`src/rtl/seg7_pkg.sv`:
```
// Shared display codes, limits, FSM states and BCD helper for the
// seven-segment number formatter.
package seg7_pkg;

    localparam logic [3:0]  SEG_DASH      = 4'hA;
    localparam logic [3:0]  SEG_BLANK     = 4'hB;
    localparam logic [15:0] SEG_ALL_DASH  = 16'hAAAA;
    localparam logic [15:0] SEG_ALL_BLANK = 16'hBBBB;

    localparam int unsigned MAX_POS     = 9999;
    localparam int unsigned MAX_NEG_MAG = 999;

    localparam int unsigned BIN_W = 14;
    localparam int unsigned BCD_W = 16;
    localparam int unsigned CNT_W = 4;

    typedef enum logic [1:0] {
        IDLE,
        CONV,
        FMT
    } state_e;

    // Double-dabble correction: add 3 to every nibble that is 5 or more.
    function automatic logic [15:0] add3_bcd4(input logic [15:0] bcd);
        logic [15:0] res;
        res = bcd;
        for (int i = 0; i < 4; i++) begin
            if (bcd[4*i +: 4] >= 4'd5) begin
                res[4*i +: 4] = bcd[4*i +: 4] + 4'd3;
            end
        end
        return res;
    endfunction

endpackage

```
`src/rtl/seg7_num_fmt.sv`:
```
// Signed sample to packed seven-segment nibbles: sequential double-dabble
// followed by sign, leading-zero blanking and overflow formatting.
module seg7_num_fmt
    import seg7_pkg::*;
#(
    parameter int unsigned DATA_W = 16
) (
    input  logic              clk,
    input  logic              rst_ni,
    input  logic [DATA_W-1:0] data_i,
    input  logic              valid_i,
    output logic              ready_o,
    output logic [15:0]       x_o,
    output logic              done_o
);

    localparam int unsigned   EXT_W    = 17;
    localparam logic [CNT_W-1:0] CNT_INIT = CNT_W'(BIN_W - 1);

    state_e              state_q;
    logic                neg_q;
    logic                ovf_q;
    logic [BIN_W-1:0]    bin_q;
    logic [BCD_W-1:0]    bcd_q;
    logic [CNT_W-1:0]    cnt_q;

    logic                accept_c;
    logic                neg_in_c;
    logic                ovf_in_c;
    logic [DATA_W-1:0]   mag_c;
    logic [EXT_W-1:0]    mag_ext_c;
    logic [BCD_W-1:0]    corr_c;
    logic [BCD_W-1:0]    bcd_d;
    logic [BIN_W-1:0]    bin_d;
    logic [15:0]         fmt_c;

    assign ready_o  = (state_q == IDLE);
    assign accept_c = valid_i & ready_o;

    // Magnitude in DATA_W unsigned bits keeps the most negative value exact.
    assign neg_in_c  = data_i[DATA_W-1];
    assign mag_c     = neg_in_c ? DATA_W'(-data_i) : data_i;
    assign mag_ext_c = EXT_W'(mag_c);
    assign ovf_in_c  = neg_in_c ? (mag_ext_c > EXT_W'(MAX_NEG_MAG))
                                : (mag_ext_c > EXT_W'(MAX_POS));

    // One double-dabble step: correct, then shift {bcd, bin} left by one.
    assign corr_c = add3_bcd4(bcd_q);
    assign bcd_d  = BCD_W'({corr_c, bin_q[BIN_W-1]});
    assign bin_d  = {bin_q[BIN_W-2:0], 1'b0};

    always_comb begin
        logic [3:0] d3, d2, d1, d0;
        logic       lz3, lz2, lz1;
        fmt_c = SEG_ALL_DASH;
        d3    = bcd_q[15:12];
        d2    = bcd_q[11:8];
        d1    = bcd_q[7:4];
        d0    = bcd_q[3:0];
        lz3   = 1'b0;
        lz2   = 1'b0;
        lz1   = 1'b0;
        if (!ovf_q) begin
            if (neg_q) begin
                lz2   = (d2 == 4'd0);
                lz1   = lz2 && (d1 == 4'd0);
                fmt_c = {SEG_DASH,
                         lz2 ? SEG_BLANK : d2,
                         lz1 ? SEG_BLANK : d1,
                         d0};
            end else begin
                lz3   = (d3 == 4'd0);
                lz2   = lz3 && (d2 == 4'd0);
                lz1   = lz2 && (d1 == 4'd0);
                fmt_c = {lz3 ? SEG_BLANK : d3,
                         lz2 ? SEG_BLANK : d2,
                         lz1 ? SEG_BLANK : d1,
                         d0};
            end
        end
    end

    always_ff @(posedge clk or negedge rst_ni) begin
        if (!rst_ni) begin
            state_q <= IDLE;
            neg_q   <= 1'b0;
            ovf_q   <= 1'b0;
            bin_q   <= '0;
            bcd_q   <= '0;
            cnt_q   <= '0;
            x_o     <= SEG_ALL_BLANK;
            done_o  <= 1'b0;
        end else begin
            done_o <= 1'b0;
            case (state_q)
                IDLE: begin
                    if (accept_c) begin
                        neg_q   <= neg_in_c;
                        ovf_q   <= ovf_in_c;
                        bin_q   <= mag_ext_c[BIN_W-1:0];
                        bcd_q   <= '0;
                        cnt_q   <= CNT_INIT;
                        state_q <= ovf_in_c ? FMT : CONV;
                    end
                end
                CONV: begin
                    bcd_q <= bcd_d;
                    bin_q <= bin_d;
                    if (cnt_q == '0) begin
                        state_q <= FMT;
                    end else begin
                        cnt_q <= cnt_q - CNT_W'(1);
                    end
                end
                FMT: begin
                    x_o     <= fmt_c;
                    done_o  <= 1'b1;
                    state_q <= IDLE;
                end
                default: state_q <= IDLE;
            endcase
        end
    end

endmodule
```
`config.mk`:
```
export PLATFORM = sky130hd
export DESIGN_NAME = seg7_num_fmt
export DESIGN_NICKNAME = d
export VERILOG_FILES = /design/src/rtl/seg7_pkg.sv /design/src/rtl/seg7_num_fmt.sv
export SDC_FILE = /design/constraint.sdc
export NUM_CORES = 1
export LEC_CHECK = 0
export CORE_MARGIN = 2
export CORE_UTILIZATION = 50
export DETAILED_ROUTE_END_ITERATION = 10
export DONT_BUFFER_PORTS = 1
export PLACE_DENSITY = 0.66
export SLEW_MARGIN = 20
export SYNTH_ARGS = -nofsm -noshare
export SYNTH_HDL_FRONTEND = slang
export SYNTH_SLANG_ARGS = --single-unit
```
`constraint.sdc`:
```
create_clock -name clk -period 5.85 [get_ports clk]
set_input_delay 0.2925 -clock clk [delete_from_list [all_inputs] [get_ports clk]]
set_output_delay 0.2925 -clock clk [all_outputs]
set_load 0.01 [all_outputs]
```
==> results.sh <==
export IMPL_grt_use_total=0.201
export IMPL_ff2ff_setup_slack_ns=3.50
export IMPL_tritoncts="done"
export IMPL_path_common_cell="nand2_1"
export IMPL_cpMaxStageDelayCell="dfrtp_1"
export IMPL_clk_latency_ns=0.31
export IMPL_power_density_nw_per_um2=301
export IMPL_fp_row_count=29
export IMPL_seq_area_frac_synth=0.435
export IMPL_r2r_start="state_q[0]$_DFFE_PN0P_"
export IMPL_start_util=0.509
export IMPL_die_w_um=84.0
export IMPL_synth_top_area_cell="dfrtp_1"
export IMPL_grt_pass1_vias=2442
export IMPL_yosys_warnings=0
export IMPL_clkTransAtPathRegs_ns=0.10
export IMPL_p_leak_nw=1.37
export IMPL_cts_root_buf="clkbuf_8"
export IMPL_cp_end_kind="flip-flop"
export IMPL_cp_required_ns=6.05
export IMPL_place_congestion=0.792
export IMPL_finalClockSkew_ns=0.0107
export IMPL_vdd_ir_drop_max_v=0.000199
export IMPL_cts_hold_buf=2
export IMPL_diodes=0
export IMPL_p_seq_frac=0.556
export IMPL_syn_nets=388
export IMPL_path_cells="inv_1, nor2_1, nand2_1, nor4_1, xnor2_1, nand2_1"
export IMPL_die_h_um=84.0
export IMPL_vias=2570
export IMPL_syn_avg_cell_area_um2=8.93
export IMPL_critical_path_max_stage_delay_ns=0.75
export IMPL_area_growth_syn_to_layout_pct=5.48
export IMPL_outcome="finished clean"
export IMPL_post_cts_buffers=0
export IMPL_yosysTopAreaCellShare=0.336
export IMPL_wl_per_cell_um=15.6
export IMPL_synth_edff_count=0
export IMPL_reg2reg_depth=6
export IMPL_max_freq_mhz=425
export IMPL_synth_area_leaders="dfrtp_1 (34%), dfstp_2 (9.9%), nand2_1 (5.3%)"
export IMPL_rsz0062_at_grt="no"
export IMPL_synthDistinctLibCells=57
export IMPL_power_share_switching=0.341
export IMPL_yosysMostFrequentCell="nand2_1"
export IMPL_dr_first_iter_drc_count=104
export IMPL_cts_sinks=55
export IMPL_relSlewSlack=0.450
export IMPL_dp_hpwl_um=4680
export IMPL_clkPwrFrac=0.222
export IMPL_ys_top_cells_by_count="nand2_1 (45), dfrtp_1 (43), o21ai_0 (32)"
export IMPL_hp_start="data_i[15]"
export IMPL_grt_max_degree=56
export IMPL_hold_viol=0
export IMPL_grt_overflow=0
export IMPL_finalSetupViolations=0
export IMPL_routed_wl_um=6700
export IMPL_coreArea_um2=6280
export IMPL_antenna_found_initial=0
export IMPL_period_needed_ns=2.35
export IMPL_drcViolationCount=0
export IMPL_synth_ff_type="dfrtp_1"
export IMPL_syn_area_um2=3200
export IMPL_arrival_ns=2.55
export IMPL_place_area_um2=3240
export IMPL_cts_resized=0
export IMPL_post_route_period_util=0.402
export IMPL_fin_nets=382
export IMPL_p_int_mw=0.668
export IMPL_critPathKind="flip-flop to flip-flop"
export IMPL_vias_per_cell=5.98
export IMPL_synthesis_instances=358
export IMPL_drt_pass1_iter_count=4
export IMPL_p_switching_mw=0.346
export IMPL_htreeDepth=2
export IMPL_io_pins=37
export IMPL_r2r_end="cnt_q[3]$_DFFE_PN0P_"
export IMPL_tns_ns=0
export IMPL_cp_start_kind="flip-flop"
export IMPL_numCtsBuffers=5
export IMPL_hold_end="neg_q$_DFFE_PN0P_"
export IMPL_finalWorstSetupSlack_ns=3.50
export IMPL_clock_path_buffers=2
export IMPL_maxCapViolations=0
export IMPL_grt_pass1_wl_um=11500
export IMPL_synth_seq_cells=55
export IMPL_p_comb_frac=0.222
export IMPL_worst_slew_pin_slew_ns=0.823
export IMPL_drive_gt1_frac=0.0992
export IMPL_crit_path_max_fanout=20
export IMPL_drv_slew=0
export IMPL_io_buffers=0
export IMPL_pre_cts_ws_ns=3.40
export IMPL_synthArstFlopShare=1.00
export IMPL_hp_class="input pin to flip-flop"
export IMPL_dieArea_um2=7050
export IMPL_antenna_left=0
export IMPL_min_delay_path_depth=2
export IMPL_design_area_um2=3370
-- through the flow --
stage / cells / utilization / hold slack (ns) / power (mW)
finish: 430 / 0.537 / 0.0947 / 1.01
detailed placement: 420 / 0.516 / -0.00197 / 0.788
floorplan: 358 / - / -0.00309 / 0.733
global route: 430 / 0.537 / 0.0852 / 1.08
CTS: 430 / 0.537 / 0.0851 / 1.02
global placement: 420 / 0.516 / -0.00200 / 0.782
-- placed cells by master, fill, tap and decap left out, types with 10 or more instances in the layout --
master	count
nor2_1	31
inv_1	19
o31ai_1	10
a21oi_1	24
nand2_1	45
nand2b_1	10
dfrtp_1	43
dfstp_2	12
o21ai_0	32
xnor2_1	12
ha_1	11
-- cells by family (layout without fill, tap and decap cells) --
group / count (synthesis) / in the layout / share of synthesized area
AOI/OAI and AO/OA: 112 / 112 / 0.232
muxes: 2 / 2 / 0.00626
and+or+nand+nor: 123 / 123 / 0.186
DFF: 55 / 55 / 0.435
buffers and inverters: 36 / 31 / 0.0450
xor gates and xnor gates: 19 / 19 / 0.0520
adders and majority gates: 11 / 11 / 0.0430
-- layer usage --
| metal | up-vias | routed length (um) | global-route usage |
|---|---|---|---|
| met4 | 0 | 118 | 0.0601 |
| met2 | 61 | 3250 | 0.341 |
| met1 | 1231 | 3060 | 0.260 |
| li1 | 1268 | - | - |
| met3 | 10 | 274 | 0.0396 |
| met5 | - | 0 | 0 |
-- power groups by stage --
| stage | sequential [mW] | combinational [mW] | clock [mW] |
|---|---|---|---|
| after global placement | 0.568 | 0.213 | 0 |
| after global routing | 0.577 | 0.261 | 0.243 |
| after floorplan | 0.544 | 0.189 | 0 |
| after CTS | 0.564 | 0.228 | 0.230 |
| after detailed placement | 0.571 | 0.218 | 0 |
| final | 0.564 | 0.226 | 0.225 |
-- how the worst max path moves through the flow --
stage,start,endpoint,slack [ns]
finish,state_q[0]$_DFFE_PN0P_,cnt_q[3]$_DFFE_PN0P_,3.50
global placement,data_i[0],state_q[1]$_DFFE_PN0P_,3.47
global route,state_q[0]$_DFFE_PN0P_,cnt_q[3]$_DFFE_PN0P_,3.29
detailed placement,data_i[0],state_q[0]$_DFFE_PN0P_,3.40
floorplan,data_i[0],state_q[1]$_DFFE_PN0P_,3.58
CTS,state_q[0]$_DFFE_PN0P_,cnt_q[3]$_DFFE_PN0P_,3.52
-- layout make-up --
class | count | area (um^2)
repair buffers | 4 | 52.6
clock buffers | 6 | 82.6
fillers | 566 | 2900
multi-input cells | 267 | 1660
well taps | 77 | 96.3
inverters | 19 | 71.3
flip-flops and latches | 55 | 1390
clock inverters | 2 | 16.3
-- state kept, by name, indices dropped and copies added, names as in the netlist --
| signal | count |
|---|---|
| bcd_q | 16 |
| bin_q | 14 |
| cnt_q | 4 |
| done_o | 1 |
| neg_q | 1 |
| ovf_q | 1 |
| state_q | 2 |
| x_o | 16 |
-- critical path: cells and delay by family, from the launching register on --
family | cells | cell delay, ns
buffers and inverters | 1 | 0.18
flip-flops | 1 | 0.75
AND/OR/NAND/NOR | 4 | 1.14
XOR/XNOR | 1 | 0.17
(Power assumes the default switching activity.)
